==> src/rtl/paddle_io_capture.sv <==
// paddle_io_capture: memory-mapped input capture for the FEMTO-8 bus.
// Latches paddle positions once per frame, accumulates sprite collisions
// into a per-frame latch, counts frames and keeps sticky W1C status bits.
// Optional build macro: PADDLE_IO_SYNC_EN adds 2-flop paddle synchronizers.
module paddle_io_capture #(
    parameter logic [7:0] BASE = 8'h40
) (
    input  logic       clk,
    input  logic       reset,
    input  logic [8:0] hpos,
    input  logic [8:0] vpos,
    input  logic       display_on,
    input  logic       hsync,
    input  logic       vsync,
    input  logic       hpaddle,
    input  logic       vpaddle,
    input  logic       player_gfx,
    input  logic       enemy_gfx,
    input  logic       track_gfx,
    input  logic [7:0] address,
    input  logic [7:0] data_in,
    input  logic       write,
    output logic [7:0] data_out,
    output logic       sel
);

    logic       vsync_q;
    logic       fe;
    logic       hp_c, vp_c;
    logic       hp_q, vp_q;
    logic       h_edge, v_edge;
    logic       h_cap, v_cap;
    logic       h_armed, v_armed;
    logic [7:0] paddle_x, paddle_y;
    logic [7:0] frame_cnt;
    logic [4:0] status;
    logic       acc_pe, acc_pt;
    logic       coll_pe, coll_pt;
    logic       hit_pe, hit_pt;
    logic       new_pe, new_pt;
    logic [7:0] vpos_sat;
    logic [4:0] status_set, status_clr;
    logic [7:0] rd;

`ifdef PADDLE_IO_SYNC_EN
    logic hp_s1, hp_s2, vp_s1, vp_s2;

    // two-flop synchronizers on the raw paddle comparators
    always_ff @(posedge clk or negedge reset) begin
        if (!reset) begin
            hp_s1 <= 1'b0;
            hp_s2 <= 1'b0;
            vp_s1 <= 1'b0;
            vp_s2 <= 1'b0;
        end else begin
            hp_s1 <= hpaddle;
            hp_s2 <= hp_s1;
            vp_s1 <= vpaddle;
            vp_s2 <= vp_s1;
        end
    end

    assign hp_c = hp_s2;
    assign vp_c = vp_s2;
`else
    assign hp_c = hpaddle;
    assign vp_c = vpaddle;
`endif

    assign fe       = vsync & ~vsync_q;
    assign h_edge   = hp_c & ~hp_q;
    assign v_edge   = vp_c & ~vp_q;
    // an edge coinciding with the frame event counts for the new frame
    assign h_cap    = h_edge & (h_armed | fe);
    assign v_cap    = v_edge & (v_armed | fe);
    assign vpos_sat = vpos[8] ? 8'hFF : vpos[7:0];
    assign hit_pe   = display_on & player_gfx & enemy_gfx;
    assign hit_pt   = display_on & player_gfx & track_gfx;
    assign new_pe   = acc_pe | hit_pe;
    assign new_pt   = acc_pt | hit_pt;
    assign sel      = (address[7:3] == BASE[7:3]);

    assign status_set = {fe, fe & new_pt, fe & new_pe, v_cap, h_cap};
    assign status_clr = (write && sel && address[2:0] == 3'd6) ? data_in[4:0] : '0;

    // edge-detect delay flops for vsync and the conditioned paddles
    always_ff @(posedge clk or negedge reset) begin
        if (!reset) begin
            vsync_q <= 1'b0;
            hp_q    <= 1'b0;
            vp_q    <= 1'b0;
        end else begin
            vsync_q <= vsync;
            hp_q    <= hp_c;
            vp_q    <= vp_c;
        end
    end

    // once-per-frame paddle position capture, re-armed at each frame event
    always_ff @(posedge clk or negedge reset) begin
        if (!reset) begin
            h_armed  <= 1'b1;
            v_armed  <= 1'b1;
            paddle_x <= '0;
            paddle_y <= '0;
        end else begin
            if (h_cap) begin
                paddle_x <= vpos_sat;
                h_armed  <= 1'b0;
            end else if (fe) begin
                h_armed  <= 1'b1;
            end
            if (v_cap) begin
                paddle_y <= vpos_sat;
                v_armed  <= 1'b0;
            end else if (fe) begin
                v_armed  <= 1'b1;
            end
        end
    end

    // collision accumulation, frame latch and frame counter
    always_ff @(posedge clk or negedge reset) begin
        if (!reset) begin
            acc_pe    <= 1'b0;
            acc_pt    <= 1'b0;
            coll_pe   <= 1'b0;
            coll_pt   <= 1'b0;
            frame_cnt <= '0;
        end else if (fe) begin
            coll_pe   <= new_pe;
            coll_pt   <= new_pt;
            acc_pe    <= 1'b0;
            acc_pt    <= 1'b0;
            frame_cnt <= frame_cnt + 8'd1;
        end else begin
            acc_pe    <= new_pe;
            acc_pt    <= new_pt;
        end
    end

    // sticky status: a set in the same cycle as a W1C clear wins
    always_ff @(posedge clk or negedge reset) begin
        if (!reset) begin
            status <= '0;
        end else begin
            status <= (status & ~status_clr) | status_set;
        end
    end

    // zero-latency register read mux
    always_comb begin
        rd = '0;
        case (address[2:0])
            3'd0: rd = hpos[7:0];
            3'd1: rd = vpos[7:0];
            3'd2: rd = {2'b00, coll_pe | coll_pt, vsync, hsync, vp_c, hp_c, display_on};
            3'd3: rd = paddle_x;
            3'd4: rd = paddle_y;
            3'd5: rd = frame_cnt;
            3'd6: rd = {3'b000, status};
            3'd7: rd = {4'b0000, coll_pt, coll_pe, 2'b00};
            default: rd = '0;
        endcase
    end

    // hpos[8] is outside the byte-wide view and deliberately dropped
    assign data_out = sel ? (rd | {7'b0, hpos[8] & 1'b0}) : '0;

endmodule
==> config.mk <==
export PLATFORM = sky130hd
export DESIGN_NAME = paddle_io_capture
export DESIGN_NICKNAME = d
export VERILOG_FILES = /design/src/rtl/paddle_io_capture.sv
export SDC_FILE = /design/constraint.sdc
export NUM_CORES = 1
export LEC_CHECK = 0
export BUFFER_PORTS_ARGS = -buffer_cell sky130_fd_sc_hd__buf_2
export CAP_MARGIN = 20
export CORE_MARGIN = 2
export CORE_UTILIZATION = 45
export CTS_CLUSTER_DIAMETER = 80
export DETAILED_ROUTE_END_ITERATION = 12
export PLACE_DENSITY = 0.8
export RECOVER_POWER = 25
export SLEW_MARGIN = 0
export SYNTH_ARGS = -nofsm -noshare
export SYNTH_HDL_FRONTEND = slang
export SYNTH_SLANG_ARGS = --single-unit
export TNS_END_PERCENT = 20
==> constraint.sdc <==
create_clock -name clk -period 1.37 [get_ports clk]
set_input_delay 0 -clock clk [delete_from_list [all_inputs] [get_ports clk]]
set_output_delay 0 -clock clk [all_outputs]
set_load 0.005 [all_outputs]
# ---- After elaboration in Yosys (flattened, before gate mapping)
# Cells that the tools add are included.
dict set report word_totals {
  ff_bits 38
  output_inout_bits 9
  elab_cells 57
}
dict set report classes {
  add_sub_neg 1
  eq_ne 8
  mux 9
  n_bitwise 21
  reduce_logical 5
}
# operator n
set op_table {}
lappend op_table {{8-bit case mux with 8 select lines} 1}
lappend op_table {{8-bit two-way mux} 2}
lappend op_table {{3-bit == test (second input constant)} 4}
lappend op_table {{1-bit AND} 10}
lappend op_table {{8-bit by 1-bit adder with 8-bit output (second input constant)} 1}
lappend op_table {{3-bit by 2-bit == test with 1-bit output (second input constant)} 2}
lappend op_table {{5-bit AND} 1}
lappend op_table {{5-bit by 4-bit == test with 1-bit output (second input constant)} 1}
lappend op_table {{1-bit two-way mux} 5}
lappend op_table {{5-bit two-way mux} 1}
lappend op_table {{5-bit NOT} 1}
lappend op_table {{1-bit OR} 5}
lappend op_table {{5-bit OR} 1}
lappend op_table {{2-bit nonzero test} 2}
lappend op_table {{3-bit by 1-bit == test with 1-bit output (second input constant)} 1}
lappend op_table {{3-bit logical NOT} 1}
lappend op_table {{1-bit NOT} 3}
lappend op_table {{1-bit logical AND} 2}

# ---- Logic depth before layout (Yosys ltp)
dict set report logic_depth {
  ltp_word 7
  depth_mapped 6
  ltp_nobuf 4
}

# ---- Worst setup path before layout
# OpenSTA, ideal clock, no wires.
dict set report synth_path {
  path_type {flip-flop to flip-flop}
  start {register vsync_q}
  end {register status[0]}
  setup_ps 138
  t_arrival_ps 1035
  required_time_ps 1232
  path_slack_ps 197
  stages_incl_launch_ff 6
  path_cell_list {dfrtp_1 -> nor2b_1 -> buf_2 -> o21ai_2 -> buf_2 -> a31oi_1}
}
dict set report synth_via {
  elab_chain_cells 5
}
# item line_no
set synth_lines {}
lappend synth_lines {{start, declared} 27} ;# logic vsync_q;
lappend synth_lines {{start signal, assigned} 93} ;# vsync_q <= vsync;
lappend synth_lines {{1-bit NOT} 70} ;# assign fe = vsync & ~vsync_q;
lappend synth_lines {{1-bit AND} 70}
lappend synth_lines {{1-bit OR} 74} ;# assign h_cap = h_edge & (h_armed | fe);
lappend synth_lines {{1-bit AND} 74}
lappend synth_lines {{5-bit OR} 147} ;# status <= (status & ~status_clr) | status_set;
lappend synth_lines {{end signal, assigned} 147}
lappend synth_lines {{end, declared} 36} ;# logic [4:0] status;
# No other way between the ends.
# A chain may end at the register's enable or synchronous reset.

# ---- Final worst setup path
dict set report layout_path {
  start {register frame_cnt[1]}
  end {output data_out[1]}
}
dict set report layout_via {
  elab_chain_cells 2
}
# item line_no
set layout_lines {}
lappend layout_lines {{start, declared} 35} ;# logic [7:0] frame_cnt;
lappend layout_lines {{start signal, assigned} 135} ;# frame_cnt <= frame_cnt + 8'd1;
lappend layout_lines {{8-bit case mux with 8 select lines} 154} ;# case (address[2:0])
lappend layout_lines {{8-bit two-way mux} 168} ;# assign data_out = sel ? (rd | {7'b0, hpos[8] & 1'b0}) : '0;
lappend layout_lines {{end, declared} 23} ;# output logic [7:0] data_out,
# No other way between the ends.

==> reports/qor_table.md <==
| Result | Value | Unit |
| --- | --- | --- |
| Run status | complete, but fails checks | - |
| Failing checks | setup timing | - |
| Initial antenna violation count | 0 | - |
| Sw Pwr | 0.000965 | W |
| Clock sink count | 38 | - |
| Maximum root-to-sink buffer count | 2 | - |
| Max Cap Viol | 0 | - |
| Final setup violating endpoints | 3 | - |
| Chip width | 70.5 | microns |
| Die height | 70.5 | microns |
| Min Tclk post-route | 1.47 | ns |
| DR WL/cell | 16.1 | microns |
| Cells traversed along the worst timing path | mux4_2 > o21ai_2 > a21oi_2 > buf_2 | - |
| Most frequent cells after synthesis | 36 x sky130_fd_sc_hd__dfrtp_1, 30 x sky130_fd_sc_hd__nand2_1, 26 x sky130_fd_sc_hd__nor2_1 | - |
| Internal Dissipation | 0.00227 | W |
| Level count of the clock H-tree | 2 | - |
| Later-pin clock latency in the skew report | 0.30 | ns |
| Yosys warnings | 0 | - |
| Synth Area in Compound Gates | 0.185 | - |
| Worst Setup End Kind | primary output | - |
| RSZ-0062 raised after global routing | true | - |
| Switching Share | 0.298 | - |
| FFs w/ async S/R, synth | 1.00 | - |
| Global-route wire length before repair | 8850 | microns |
| Net total in the final layout | 328 | - |
| Top-area cell type share of the netlist area | 0.453 | - |
| Max transition margin | 0.367 | - |
| Share of cells above drive strength 1 | 0.329 | - |
| I/O Pins | 54 | - |
| Synthesized Nets | 254 | - |
| Maximum number of pins on one net before global-route repair | 39 | - |
| Number of synthesized register bits | 38 | - |
| Syn Std Cell Area | 0.00199 | sq mm |
| Clock network fraction of total power | 0.295 | - |
| TritonCTS clock tree | built | - |
| Proportion of synthesized area in mux cells | 0.0718 | - |
| Final Slew Violations | 0 | - |
| Most common flop cell mapped by yosys | sky130_fd_sc_hd__dfrtp_1 | - |
| Fraction of the yosys area taken by sequential cells | 0.480 | - |
| Instance area at placement | 0.00234 | sq mm |
| Sequential fraction of design power | 0.465 | - |
| Max Fanout on Critical Path | 2 | - |
| Via count | 1856 | - |
| ANT nets after route | 0 | - |
| Peak Freq | 0.679 | GHz |
| Area of all placed cells without fillers | 0.00264 | sq mm |
| Global placer's final weighted congestion | 0.844 | - |
| Final Cycle Share | 1.07 | - |
| GR Overflow Total | 0 | - |
| Post-synthesis share of cell area spent on full adders, half adders and majority gates | 0.00630 | - |
| Final routed wirelength across all metal layers | 5390 | microns |
| Core Footprint | 0.00429 | sq mm |
| Final Hold Violating Endpoints | 0 | - |
| Setup slack after layout | -0.102 | ns |
| Most numerous cell in the Yosys netlist | sky130_fd_sc_hd__dfrtp_1 | - |
| Power density of the placed cells | 1230 | mW/mm^2 |
| Root buffer cell | sky130_fd_sc_hd__clkbuf_8 | - |
| Total Neg Setup Slack | -0.113 | ns |
| Yosys top cell by area | sky130_fd_sc_hd__dfrtp_1 | - |
| Peak supply drop | 0.000708 | V |
| Path class of the lowest-slack min-delay path | primary input to register | - |
| Classification of the worst setup path | register to primary output | - |
| Initial Utilization | 0.463 | - |
| Fraction of the mapped netlist area in simple logic gates | 0.190 | - |
| XOR/XNOR share of the synthesized area | 0.0309 | - |
| Number of global-route vias before repair | 1812 | - |
| CP max-delay cell | sky130_fd_sc_hd__mux4_2 | - |
| Actual transition at the worst max-transition pin | 0.949 | ns |
| Aggregate global-route resource usage | 0.233 | - |
| Crit path arrival time | 1.47 | ns |
| Antenna diodes | 0 | - |
| Maximum cell stage delay along the critical path | 0.47 | ns |
| Total number of placement rows | 24 | - |
| Crit start category | register | - |
| Post-DP HPWL | 3720 | microns |
| Top area cells in the synthesized netlist | sky130_fd_sc_hd__dfrtp_1 45%, sky130_fd_sc_hd__mux2i_1 6.0%, sky130_fd_sc_hd__o21ai_0 5.8% | - |
| Crit path required time | 1.37 | ns |
| Number of enable flip-flop cells after synthesis | 0 | - |
| Comb pwr share | 0.240 | - |
| Clock slew seen by the registers of the worst setup and hold paths | 0.08 | ns |
| DRC viols | 0 | - |
| Floorplan die area | 0.00496 | sq mm |
| Distinct cell type count after synthesis | 38 | - |
| Final hold slack | 0.00287 | ns |
| TritonCTS Buffers | 5 | - |
| Syn Area/Cell | 9.55 | sq um |
| Area delta synth->final | 32.7 | % |
| Router iterations before antenna repair | 4 | - |
| Port-buffer cells | 49 | - |
| Leak Pwr | 1.25 | nW |
| Combinational family with the most area after synthesis | simple AND/OR/NAND/NOR gates | - |
| Setup Skew | 0.0113 | ns |
| Detail-routed via count per cell | 5.54 | - |
| First DRT Iteration DRCs | 196 | - |
| Instance count of the mapped netlist | 208 | - |
cell usage in the layout, fill, tap and decap left out, types with 3 or more instances in the layout:
master / n
sky130_fd_sc_hd__inv_1: 4
sky130_fd_sc_hd__xnor2_1: 7
sky130_fd_sc_hd__clkbuf_8: 5
sky130_fd_sc_hd__mux2i_1: 12
sky130_fd_sc_hd__a221oi_2: 3
sky130_fd_sc_hd__o21ai_0: 20
sky130_fd_sc_hd__nand2_1: 30
sky130_fd_sc_hd__nor2b_1: 6
sky130_fd_sc_hd__a21o_1: 4
sky130_fd_sc_hd__dfrtp_1: 35
sky130_fd_sc_hd__nand4_1: 3
sky130_fd_sc_hd__a21oi_1: 3
sky130_fd_sc_hd__buf_4: 15
sky130_fd_sc_hd__a31oi_1: 6
sky130_fd_sc_hd__dlygate4sd3_1: 12
sky130_fd_sc_hd__o221a_2: 4
sky130_fd_sc_hd__buf_2: 47
sky130_fd_sc_hd__nand2b_1: 4
sky130_fd_sc_hd__clkbuf_1: 3
sky130_fd_sc_hd__nor2_1: 25
worst max-delay path: cells and delay by family (launching register included):
family	cells	cell delay [ns]
AOI/OAI and AO/OA	2	0.18
DFF	1	0.38
muxes	1	0.47
buffers and inverters	1	0.13
power by group through the flow:
stage	sequential (W)	combinational, W	clock, W
final	0.00150	0.000774	0.000955
after floorplan	0.00148	0.000394	0
after detailed placement	0.00151	0.000608	0
after CTS	0.00150	0.000654	0.000959
after global routing	0.00152	0.000857	0.00100
after global placement	0.00151	0.000587	0
metrics by stage:
| stage | instances | total power [W] | utilization | setup slack (ns) |
|---|---|---|---|---|
| 6_report | 335 | 0.00323 | 0.614 | -0.102 |
| 5_1_grt | 335 | 0.00339 | 0.614 | -0.170 |
| 4_1_cts | 331 | 0.00312 | 0.604 | -0.102 |
| 3_5_place_dp | 311 | 0.00212 | 0.544 | -0.144 |
| 3_3_place_gp | 311 | 0.00210 | 0.544 | -0.0629 |
| 2_1_floorplan | 208 | 0.00187 | - | 0.197 |
what timing repair did:
| item | in CTS | in global routing |
|---|---|---|
| setup endpoints to repair | 23 | 16 |
| hold endpoints to repair | 48 | 0 |
| gates cloned | 0 | 0 |
| hold buffers | 12 | 0 |
| buffers inserted | 0 | 4 |
| pin swaps | 3 | 7 |
| gates resized for setup | 6 | 8 |
cell families after synthesis:
group / after synthesis
fa+ha+maj: 1
flops: 38
compound gates: 56
mux: 13
xor+xnor: 7
buf+inv: 15
simple gates: 78
cell type report:
cell class | instances | area [sq um]
fillers | 349 | 1660
multi-input cells | 155 | 1010
flip-flops and latches | 38 | 955
repair buffers | 78 | 484
clock buffers | 5 | 68.8
well taps | 52 | 65.1
clock inverters | 3 | 40.0
inverters | 4 | 15.0
metal layers:
layer	wire length, microns	vias up	GRT usage
li1	-	882	-
met1	2360	898	0.311
met2	2580	65	0.374
met3	312	11	0.0447
met4	136	0	0.0940
met5	0	-	0
state kept, by name, indices dropped and copies added, names as in the netlist:
name	count
hp_q	1
acc_pt	1
paddle_y	8
vsync_q	1
coll_pt	1
coll_pe	1
vp_q	1
status	5
v_armed	1
paddle_x	8
frame_cnt	8
acc_pe	1
h_armed	1
worst paths after layout:
path / from / endpoint / slack (ns) / depth (start not counted)
max in group asynchronous: reset / frame_cnt[0]$_DFFE_PN0P_ / 0.27 / 3
setup / recovery: frame_cnt[1]$_DFFE_PN0P_ / data_out[1] / -0.10 / 4
min in group asynchronous: reset / paddle_y[4]$_DFFE_PN0P_ / 0.46 / 3
setup reg to reg: vsync_q$_DFF_PN0_ / status[0]$_DFF_PN0_ / -0.01 / 5
hold / removal: vpos[0] / paddle_x[0]$_DFFE_PN0P_ / 0.003 / 3
hold reg to reg: paddle_y[1]$_DFFE_PN0P_ / paddle_y[1]$_DFFE_PN0P_ / 0.48 / 2
(Power assumes the default switching activity.)
